--- src/rtl/safe_region_ctrl_if.sv ---
// Requester-side handshake bundle for the safe-region stack controller.
// Two requesters (r0 = call/return hook, r1 = trap/context handler) share one controller.
interface safe_region_ctrl_if;
    logic        r0_valid;
    logic        r0_ready;
    logic [1:0]  r0_op;
    logic [31:0] r0_data;
    logic        r0_resp_valid;
    logic        r0_resp_err;
    logic        r0_resp_mismatch;
    logic [31:0] r0_resp_data;

    logic        r1_valid;
    logic        r1_ready;
    logic [1:0]  r1_op;
    logic [31:0] r1_data;
    logic        r1_resp_valid;
    logic        r1_resp_err;
    logic        r1_resp_mismatch;
    logic [31:0] r1_resp_data;

    modport master (
        output r0_valid, r0_op, r0_data, r1_valid, r1_op, r1_data,
        input  r0_ready, r0_resp_valid, r0_resp_err, r0_resp_mismatch, r0_resp_data,
        input  r1_ready, r1_resp_valid, r1_resp_err, r1_resp_mismatch, r1_resp_data
    );

    modport slave (
        input  r0_valid, r0_op, r0_data, r1_valid, r1_op, r1_data,
        output r0_ready, r0_resp_valid, r0_resp_err, r0_resp_mismatch, r0_resp_data,
        output r1_ready, r1_resp_valid, r1_resp_err, r1_resp_mismatch, r1_resp_data
    );
endinterface

--- src/rtl/safe_region_ctrl.sv ---
// Round-robin sequencer in front of the safe-region stack store: tracks occupancy,
// blocks overflow/underflow, checks popped return values and drains the store after reset.
//
// state | meaning
// INIT  | drain store with DEPTH pops so its index is 0
// IDLE  | arbitrate and accept one request
// ISSUE | drive the push/pop onto the store, update count
// WAIT  | popped word registers in the store
// RESP  | one-cycle response pulse to the owning requester
module safe_region_ctrl #(
    parameter int DEPTH = 256,
    parameter int CNT_W = 9
) (
    input  logic                clk,
    input  logic                rst,
    safe_region_ctrl_if.slave   req,
    output logic                sr_enop,
    output logic [7:0]          sr_op,
    output logic [31:0]         sr_wdata,
    input  logic [31:0]         sr_rdata,
    output logic [CNT_W-1:0]    count,
    output logic                fault,
    input  logic                clr_fault
);
    localparam logic [1:0]       OP_PUSH   = 2'b01;
    localparam logic [1:0]       OP_POP    = 2'b10;
    localparam logic [CNT_W-1:0] DEPTH_C   = CNT_W'(DEPTH);
    localparam logic [CNT_W-1:0] INIT_LAST = CNT_W'(DEPTH - 1);

    typedef enum logic [2:0] {S_INIT, S_IDLE, S_ISSUE, S_WAIT, S_RESP} state_t;
    state_t state, state_nxt;

    logic [CNT_W-1:0] init_cnt;
    logic             rr_ptr;
    logic             owner;
    logic [1:0]       op_q;
    logic [31:0]      data_q;
    logic [31:0]      rdata_q;
    logic             err_q;

    logic             gnt0, gnt1, accept, acc_err;
    logic [1:0]       acc_op;
    logic [31:0]      acc_data;
    logic             mismatch;

    // rr_ptr = 0 favours r0 when both requesters are valid
    always_comb begin
        gnt0 = 1'b0;
        gnt1 = 1'b0;
        if (state == S_IDLE) begin
            gnt0 = req.r0_valid && (!req.r1_valid || !rr_ptr);
            gnt1 = req.r1_valid && (!req.r0_valid ||  rr_ptr);
        end
        accept   = gnt0 || gnt1;
        acc_op   = gnt1 ? req.r1_op   : req.r0_op;
        acc_data = gnt1 ? req.r1_data : req.r0_data;
        acc_err  = !(((acc_op == OP_PUSH) && (count < DEPTH_C)) ||
                     ((acc_op == OP_POP)  && (count != '0)));
        mismatch = !err_q && (op_q == OP_POP) && (rdata_q != data_q);
    end

    always_ff @(posedge clk or posedge rst) begin
        if (rst) state <= S_INIT;
        else     state <= state_nxt;
    end

    always_comb begin
        state_nxt = state;
        case (state)
            S_INIT:  if (init_cnt == '0) state_nxt = S_IDLE;
            S_IDLE:  if (accept) state_nxt = acc_err ? S_RESP : S_ISSUE;
            S_ISSUE: state_nxt = (op_q == OP_POP) ? S_WAIT : S_RESP;
            S_WAIT:  state_nxt = S_RESP;
            S_RESP:  state_nxt = S_IDLE;
            default: state_nxt = S_INIT;
        endcase
    end

    always_ff @(posedge clk or posedge rst) begin
        if (rst) begin
            init_cnt <= INIT_LAST;
            rr_ptr   <= 1'b0;
            owner    <= 1'b0;
            op_q     <= 2'b00;
            data_q   <= '0;
            rdata_q  <= '0;
            err_q    <= 1'b0;
            count    <= '0;
            fault    <= 1'b0;
        end else begin
            if ((state == S_INIT) && (init_cnt != '0)) init_cnt <= init_cnt - 1'b1;
            if (accept) begin
                owner   <= gnt1;
                op_q    <= acc_op;
                data_q  <= acc_data;
                err_q   <= acc_err;
                rdata_q <= '0;
                if (req.r0_valid && req.r1_valid) rr_ptr <= ~rr_ptr;
            end
            if (state == S_ISSUE) count <= (op_q == OP_PUSH) ? count + 1'b1 : count - 1'b1;
            if (state == S_WAIT)  rdata_q <= sr_rdata;
            // a setting response wins over a simultaneous clear
            if ((state == S_RESP) && (err_q || mismatch)) fault <= 1'b1;
            else if (clr_fault)                          fault <= 1'b0;
        end
    end

    always_comb begin
        sr_enop              = 1'b0;
        sr_op                = 8'd0;
        sr_wdata             = '0;
        req.r0_ready         = gnt0;
        req.r1_ready         = gnt1;
        req.r0_resp_valid    = 1'b0;
        req.r0_resp_err      = 1'b0;
        req.r0_resp_mismatch = 1'b0;
        req.r0_resp_data     = '0;
        req.r1_resp_valid    = 1'b0;
        req.r1_resp_err      = 1'b0;
        req.r1_resp_mismatch = 1'b0;
        req.r1_resp_data     = '0;
        case (state)
            S_INIT: begin
                // held quiet while reset is asserted so the store sees no ops
                sr_enop = !rst;
                sr_op   = rst ? 8'd0 : 8'd2;
            end
            S_ISSUE: begin
                sr_enop  = 1'b1;
                sr_op    = {6'b0, op_q};
                sr_wdata = (op_q == OP_PUSH) ? data_q : '0;
            end
            S_RESP: begin
                if (owner) begin
                    req.r1_resp_valid    = 1'b1;
                    req.r1_resp_err      = err_q;
                    req.r1_resp_mismatch = mismatch;
                    req.r1_resp_data     = rdata_q;
                end else begin
                    req.r0_resp_valid    = 1'b1;
                    req.r0_resp_err      = err_q;
                    req.r0_resp_mismatch = mismatch;
                    req.r0_resp_data     = rdata_q;
                end
            end
            default: ;
        endcase
    end
endmodule

--- src/flat_wrapper.sv ---
// flat-port wrapper written by rule: the top's interface ports become plain ports
module safe_region_ctrl_flat 
#(
    parameter int DEPTH = 256,
    parameter int CNT_W = 9
)
  (clk, rst, sr_enop, sr_op, sr_wdata, sr_rdata, count, fault, clr_fault, req_r0_valid, req_r0_op, req_r0_data, req_r1_valid, req_r1_op, req_r1_data, req_r0_ready, req_r0_resp_valid, req_r0_resp_err, req_r0_resp_mismatch, req_r0_resp_data, req_r1_ready, req_r1_resp_valid, req_r1_resp_err, req_r1_resp_mismatch, req_r1_resp_data);
  safe_region_ctrl_if req_i ();
  input  logic clk;
  input  logic rst;
  output logic sr_enop;
  output logic [7:0] sr_op;
  output logic [31:0] sr_wdata;
  input  logic [31:0] sr_rdata;
  output logic [CNT_W-1:0] count;
  output logic fault;
  input  logic clr_fault;
  input wire logic [$bits(req_i.r0_valid)-1:0] req_r0_valid;
  input wire logic [$bits(req_i.r0_op)-1:0] req_r0_op;
  input wire logic [$bits(req_i.r0_data)-1:0] req_r0_data;
  input wire logic [$bits(req_i.r1_valid)-1:0] req_r1_valid;
  input wire logic [$bits(req_i.r1_op)-1:0] req_r1_op;
  input wire logic [$bits(req_i.r1_data)-1:0] req_r1_data;
  output wire logic [$bits(req_i.r0_ready)-1:0] req_r0_ready;
  output wire logic [$bits(req_i.r0_resp_valid)-1:0] req_r0_resp_valid;
  output wire logic [$bits(req_i.r0_resp_err)-1:0] req_r0_resp_err;
  output wire logic [$bits(req_i.r0_resp_mismatch)-1:0] req_r0_resp_mismatch;
  output wire logic [$bits(req_i.r0_resp_data)-1:0] req_r0_resp_data;
  output wire logic [$bits(req_i.r1_ready)-1:0] req_r1_ready;
  output wire logic [$bits(req_i.r1_resp_valid)-1:0] req_r1_resp_valid;
  output wire logic [$bits(req_i.r1_resp_err)-1:0] req_r1_resp_err;
  output wire logic [$bits(req_i.r1_resp_mismatch)-1:0] req_r1_resp_mismatch;
  output wire logic [$bits(req_i.r1_resp_data)-1:0] req_r1_resp_data;
  assign req_i.r0_valid = req_r0_valid;
  assign req_i.r0_op = req_r0_op;
  assign req_i.r0_data = req_r0_data;
  assign req_i.r1_valid = req_r1_valid;
  assign req_i.r1_op = req_r1_op;
  assign req_i.r1_data = req_r1_data;
  assign req_r0_ready = req_i.r0_ready;
  assign req_r0_resp_valid = req_i.r0_resp_valid;
  assign req_r0_resp_err = req_i.r0_resp_err;
  assign req_r0_resp_mismatch = req_i.r0_resp_mismatch;
  assign req_r0_resp_data = req_i.r0_resp_data;
  assign req_r1_ready = req_i.r1_ready;
  assign req_r1_resp_valid = req_i.r1_resp_valid;
  assign req_r1_resp_err = req_i.r1_resp_err;
  assign req_r1_resp_mismatch = req_i.r1_resp_mismatch;
  assign req_r1_resp_data = req_i.r1_resp_data;
  safe_region_ctrl #(.DEPTH(DEPTH), .CNT_W(CNT_W)) u_core (.clk(clk), .rst(rst), .req(req_i), .sr_enop(sr_enop), .sr_op(sr_op), .sr_wdata(sr_wdata), .sr_rdata(sr_rdata), .count(count), .fault(fault), .clr_fault(clr_fault));
endmodule
--- config.mk ---
export PLATFORM = sky130hd
export DESIGN_NAME = safe_region_ctrl_flat
export DESIGN_NICKNAME = d
export VERILOG_FILES = /design/src/rtl/safe_region_ctrl_if.sv /design/src/rtl/safe_region_ctrl.sv /design/src/flat_wrapper.sv
export SDC_FILE = /design/constraint.sdc
export NUM_CORES = 1
export LEC_CHECK = 0
export ABC_AREA = 1
export CORE_UTILIZATION = 43
export CTS_CLUSTER_DIAMETER = 200
export DETAILED_ROUTE_END_ITERATION = 10
export PLACE_DENSITY = 0.83
export SYNTH_ARGS = -nofsm -noshare
export SYNTH_HDL_FRONTEND = slang
export SYNTH_SLANG_ARGS = --single-unit
--- constraint.sdc ---
create_clock -name clk -period 5.1 [get_ports clk]
set_clock_uncertainty 0.2 [all_clocks]
set_input_delay 1.02 -clock clk [delete_from_list [all_inputs] [get_ports clk]]
set_output_delay 1.02 -clock clk [all_outputs]
set_load 0.02 [all_outputs]
==> run_results.csv, run 1 <==
group,metric,value,unit
status,status,"complete, no violations",
pwr,swShare,45.2,%
yosys,ys_seq_elements,91,
sta,rsz0062_at_grt,"false",
sta,layout_min_cycle_time,4150,ps
pwr,netSwitchingPower,1.98,mW
pwr,pwr-share-clk,17.6,%
yosys,synth_edf_count,0,
sta,setup_viol,0,
route,postRouteAntennaNets,0,
yosys,synth_area,5390,µm²
worst_setup_path,cp-endpoint,"sr_wdata[15]",
yosys,synth_top_cell_by_area,"dfrtp_1",
clock_network,clkSinkCount,91,
layout,num_antenna_cells,0,
worst_setup_path,critical_path.most_common_cell,"inv_1",
worst_setup_path,cp_top_family,"buffers and inverters",
worst_setup_path,cp.required,3880,ps
global_route,track_usage,27.4,%
floorplanning,die_w,114,µm
global_route,antenna_found_initial,0,
floorplanning,core,12100,µm²
worst_setup_path,rrSetupSlack,2220,ps
clock_network,htreeDepth,3,
sta,holdWs,281,ps
pwr,p_comb_share,52.1,%
worst_setup_path,arrival,2930,ps
route,vias,5687,
clock_network,insertion_delay,330,ps
clock_network,cts_resized,0,
worst_setup_path,endpoint_kind,"output pin",
placed_design,io_buffers,221,
sta,tightest_slew,1030,ps
sta,post-route-period-util,81.5,%
clock_network,cts.clk_slew.worst_paths,70,ps
placed_design,post-place-ws,1300,ps
yosys,synth_top_flop_cell,"dfrtp_1",
global_route,grt.busiest_layer,"met2",
floorplanning,die_area,13000,µm²
yosys,synth_area_leaders,"dfrtp_1, nand2_1, nor2_1",
route,drc,0,
clock_network,clock_path_buffers,2,
route,drt-initial-drc-count,353,
yosys,synth.yosys.seq_area_share,42.4,%
global_route,met2_usage,47.6,%
worst_setup_path,path_cells,"nor2_1 -> inv_1 -> nor2_2 -> inv_1 -> buf_4 -> nor3_1 -> clkdlybuf4s50_1",
yosys,synth_top_area_share,38.5,%
yosys,synthCells,749,
layout,num-nets-final,1068,
layout,fill_cells,1056,
route,viasPerCell,5.05,
worst_hold_path,hold_class,"register to register",
worst_setup_path,r2r_cells,12,
worst_setup_path,timing.rr.end,"u_core.count[8]",
worst_setup_path,r2r-start,"u_core.op_q[0]",
yosys,synth_cell_types,33,
pwr,leakage,3.53,nW
sta,tns,0,ps
job,drv_cap,0,
clock_network,cts_setup_buffers,0,
floorplanning,initial_core_util,44.5,%
global_route,grt_pass1_vias,5419,
clock_network,hold_buffers,0,
route,dr.pass1.iters,5,
sta,hold_viol_final,0,
layout,drive_above_1_share,4.69,%
pwr,p_int,2.41,mW
pwr,ir_worst_vdd,0.000641,V
clock_network,cts_tree,"done",
yosys,avgSynthCellArea,7.19,µm²
placed_design,dp_hpwl,12400,µm
layout,area.growth.synth_to_final,49.0,%
floorplanning,num_rows,40,
worst_setup_path,crit_path_max_incr_delay,640,ps
clock_network,root_buffer,"clkbuf_16",
yosys,async_flop_share,100,%
global_route,overflow,0,
worst_setup_path,critPathLaunch,"u_core.state[2]",
sta,fmax,0.241,GHz
worst_setup_path,slowest_stage,"clkdlybuf4s50_1",
clock_network,cts_buffers,9,
pwr,pwr_density_cell,546,nW/µm²
worst_setup_path,critical_path_class,"register to output pin",
floorplanning,die-height,114,µm
worst_setup_path,path_depth,7,
worst_setup_path,critPathBufInv,4,
global_route,grt_pass1_wl,27600,µm
global_route,grt_util_met3,3.99,%
sta,layout_setup_ws,945,ps
route,wl_per_cell,15.7,µm
global_route,grt_use_met1,35.5,%
route,drt_wl_total,17700,µm
pwr,seqPwrFrac,30.2,%
yosys,yosys_warnings,0,
floorplanning,ios,228,
sta,slew_violations,0,
placed_design,place_congestion,0.881,
worst_setup_path,worst-path-max-fanout,30,
worst_setup_path,worstSetupStartpointType,"register",
sta,maxSlewHeadroom,31.4,%
global_route,grt_start_max_net_pins,81,
## routing by layer
layer | wire [µm] | up-vias
met1 | 7570 | 2689
met2 | 8770 | 221
met3 | 1120 | 27
li1 | - | 2750
met4 | 250 | 0
met5 | 0 | -
## how the worst min path moves through the flow
stage	from	to	slack, ps	cells after the start
after floorplan	u_core.rr_ptr	u_core.rr_ptr	250	1
after global placement	u_core.fault	u_core.fault	270	2
after CTS	u_core.rr_ptr	u_core.rr_ptr	280	1
final	u_core.rr_ptr	u_core.rr_ptr	280	1
after global routing	u_core.init_cnt[7]	u_core.init_cnt[7]	320	1
after detailed placement	u_core.rr_ptr	u_core.rr_ptr	270	1
## layout make-up
class	count	area (µm²)	share of cell area, %
multi-input cells	500	2450	30.6
well taps	168	210	2.62
repair buffers	229	2270	28.3
flip-flops and latches	91	2290	28.5
inverters	123	463	5.77
clock buffers	12	246	3.07
clock inverters	4	97.6	1.22
## registers in the layout, indices dropped and copies added, names as in the netlist, 2 cells and up
name             cells
u_core.data_q       32
u_core.init_cnt      9
u_core.count         9
u_core.state         3
u_core.rdata_q      32
u_core.op_q          2
## stage by stage
| stage | power, mW | cells | util [%] | area [µm²] |
|---|---|---|---|---|
| 3_3_place_gp | 3.53 | 1111 | 63.5 | 7690 |
| 4_1_cts | 4.37 | 1127 | 66.3 | 8030 |
| 3_5_place_dp | 3.59 | 1111 | 63.5 | 7690 |
| 2_1_floorplan | 2.89 | 754 | - | 5410 |
| 6_report | 4.39 | 1127 | 66.3 | 8030 |
| 5_1_grt | 4.71 | 1127 | 66.3 | 8030 |
## power groups by stage
stage	combinational (mW)	sequential, mW	clock, mW
2_1_floorplan	1.58	1.30	0
3_3_place_gp	2.21	1.32	0
3_5_place_dp	2.26	1.33	0
4_1_cts	2.28	1.32	0.779
5_1_grt	2.54	1.37	0.806
6_report	2.29	1.33	0.774
## worst reg2reg max path: cells and delay by family (launching register included)
family                     cells  cell delay [ps]
AOI/OAI and AO/OA              2              230
DFF                            1              410
adders and majority gates      1              510
and+or+nand+nor                6              640
buffers and inverters          3              790
## kinds of logic after synthesis
kind of cell,synth area share [%]
buf+inv,12.4
other cells,0.0696
simple gates,25.1
mux,0.209
compound gates,12.1
xor+xnor,5.36
fa+ha+maj,2.23
flops,42.4
## synthesized netlist by cell type (9+ instances only)
cell,instances
o22ai_1,49
a21oi_1,9
xnor2_1,24
o21ai_0,24
a31oi_1,17
inv_1,116
clkbuf_1,19
o21ai_1,9
nor2_1,144
nor3_1,21
buf_2,10
nand2_1,151
dfrtp_1,83
nand3_1,13
buf_4,10
xor2_1,9
## placed cells by master, fill, tap and decap left out, types with 2 or more instances in the layout
master | synthesis | final
xnor2_1 | 24 | 24
clkdlybuf4s50_1 | 0 | 221
nor2_1 | 144 | 144
inv_1 | 116 | 115
clkbuf_16 | 0 | 9
dfrtp_1 | 83 | 83
a31oi_1 | 17 | 17
ha_1 | 8 | 8
clkbuf_1 | 19 | 2
o21ai_1 | 9 | 9
nor3_1 | 21 | 21
nand3_1 | 13 | 13
inv_2 | 7 | 7
a21oi_1 | 9 | 9
dfstp_2 | 8 | 8
nand2_2 | 1 | 2
conb_1 | 1 | 6
buf_4 | 10 | 8
nand2_1 | 151 | 150
bufinv_16 | 0 | 3
nand4_1 | 5 | 5
o21ai_0 | 24 | 24
o22ai_1 | 49 | 49
xor2_1 | 9 | 9
Note: power is estimated with default switching activity, not from simulation.
==> run 2: changes to the inputs <==
==> constraint.sdc (replaced) <==
create_clock -name clk -period 4.23 [get_ports clk]
set_clock_uncertainty 0.2 [all_clocks]
set_input_delay 0.846 -clock clk [delete_from_list [all_inputs] [get_ports clk]]
set_output_delay 0.846 -clock clk [all_outputs]
set_load 0.02 [all_outputs]
==> run_results.csv, run 2 (same netlist as run 1, synthesis figures left out) <==
group,metric,value,unit
status,status,"complete, no violations",
pwr,seqPwrFrac,30.9,%
sta,rsz0062_at_grt,"false",
sta,post-route-period-util,88.6,%
clock_network,cts_resized,0,
sta,slew_violations,0,
worst_setup_path,slowest_stage,"clkdlybuf4s50_1",
global_route,track_usage,27.7,%
floorplanning,die_w,114,µm
floorplanning,core,12100,µm²
worst_setup_path,crit_path_max_incr_delay,640,ps
layout,reg.largest.list,"u_core.data_q: 32 flops, u_core.rdata_q: 32 flops",
placed_design,placed_area,7720,µm²
placed_design,dp_hpwl,12700,µm
clock_network,htreeDepth,3,
job,drv_cap,0,
sta,layout_min_cycle_time,3750,ps
layout,final_cell_area,7990,µm²
placed_design,post-place-ws,764,ps
pwr,pwr-share-clk,14.7,%
layout,drive_above_1_share,4.88,%
sta,hold_viol_final,0,
worst_hold_path,hold_class,"register to register",
worst_setup_path,path_cells,"nor2_1 -> inv_1 -> nor2_2 -> inv_1 -> buf_4 -> nor3_1 -> clkdlybuf4s50_1",
global_route,grt_pass1_wl,27700,µm
layout,final_common_cell,"clkdlybuf4s50_1",
worst_setup_path,critPathLaunch,"u_core.state[2]",
clock_network,cts.clk_slew.worst_paths,60,ps
sta,holdWs,281,ps
sta,layout_setup_ws,483,ps
worst_setup_path,arrival,2700,ps
worst_setup_path,critPathBufInv,4,
layout,num_antenna_cells,0,
global_route,overflow,0,
sta,tns,0,ps
worst_hold_path,hp-start,"u_core.fault",
clock_network,insertion_delay,340,ps
worst_setup_path,endpoint_kind,"output pin",
floorplanning,num_rows,40,
sta,tightest_slew,698,ps
layout,num-nets-final,1072,
worst_setup_path,worst-path-max-fanout,23,
global_route,grt_start_max_net_pins,56,
placed_design,dp_cells,1115,
floorplanning,die-height,114,µm
route,drt_wl_total,17500,µm
worst_setup_path,r2r-start,"u_core.op_q[0]",
clock_network,cts_tree,"done",
route,dr.pass1.iters,4,
layout,area.growth.synth_to_final,48.3,%
placed_design,io_buffers,221,
sta,setup_viol,0,
pwr,total_power,5.15,mW
pwr,pwr_density_cell,644,nW/µm²
global_route,grt_pass1_vias,5405,
pwr,leakage,3.51,nW
worst_setup_path,cp.required,3180,ps
clock_network,root_buffer,"clkbuf_16",
route,viasPerCell,5.02,
clock_network,hold_buffers,0,
floorplanning,die_area,13000,µm²
layout,instances_no_fill,1131,
pwr,ir_worst_vdd,0.000509,V
clock_network,clock_path_buffers,2,
clock_network,cts_buffers,9,
clock_network,cts_setup_buffers,0,
pwr,swShare,46.4,%
worst_setup_path,critical_path.most_common_cell,"inv_1",
route,wl_per_cell,15.5,µm
layout,most-common-layout-cells,"clkdlybuf4s50_1, nand2_1, nor2_1, inv_1, dfrtp_1",
floorplanning,initial_core_util,44.5,%
clock_network,clkSinkCount,91,
global_route,antenna_found_initial,0,
worst_setup_path,worstSetupStartpointType,"register",
sta,fmax,0.267,GHz
floorplanning,ios,228,
pwr,p_int,2.76,mW
route,drt-initial-drc-count,304,
pwr,netSwitchingPower,2.39,mW
placed_design,place_congestion,0.837,
route,drc,0,
worst_setup_path,critical_path_class,"register to output pin",
sta,maxSlewHeadroom,53.4,%
route,vias,5676,
layout,final_core_util,66.0,%
pwr,p_comb_share,54.4,%
worst_setup_path,cp_top_family,"buffers and inverters",
route,postRouteAntennaNets,0,
-- run 2: cell count changes in the layout (fill, tap and decap cells not counted), sizes merged --
cell | previous run | this run
clkinv | 1 | 0
clkbuf | 12 | 15
clkinvlp | 1 | 2
buf | 8 | 12
bufinv | 3 | 0
-- run 2: worst paths after layout --
path	end	slack, ps	cells past startpoint
max in group asynchronous	u_core.count[5]	1900	4
hold reg to reg	u_core.fault	280	2
setup / recovery	sr_wdata[12]	480	7
setup reg to reg	u_core.count[8]	1810	11
hold / removal	u_core.fault	280	2
min in group asynchronous	u_core.data_q[19]	860	3
-- run 2: tightest hold or removal path: stages, from the launching register on --
cell,delay (ps)
dfrtp_1,340
nand2_1,50
nand2_1,60
-- run 2: power groups by stage --
stage                     Clock, mW  Combinational, mW  Sequential (mW)
after global placement            0               2.69             1.58
after CTS                     0.766               2.79             1.59
final                         0.755               2.80             1.59
after global routing          0.799               3.11             1.65
after detailed placement          0               2.75             1.60
after floorplan                   0               1.91             1.57
-- run 2: routing by layer --
layer  global-route usage (%)  wire [µm]  vias up
met5                        0          0        -
met4                     8.66        239        0
met3                     3.56        889       19
met2                     47.7       8710      192
met1                     36.3       7710     2712
li1                         -          -     2753
-- run 2: layout make-up --
type	count	area (µm²)
Fill cell	1051	4120
Timing Repair Buffer	233	2300
Inverter	123	465
Multi-Input combinational cell	500	2450
Clock inverter	1	7.51
Tap cell	168	210
Sequential cell	91	2290
Clock buffer	15	268
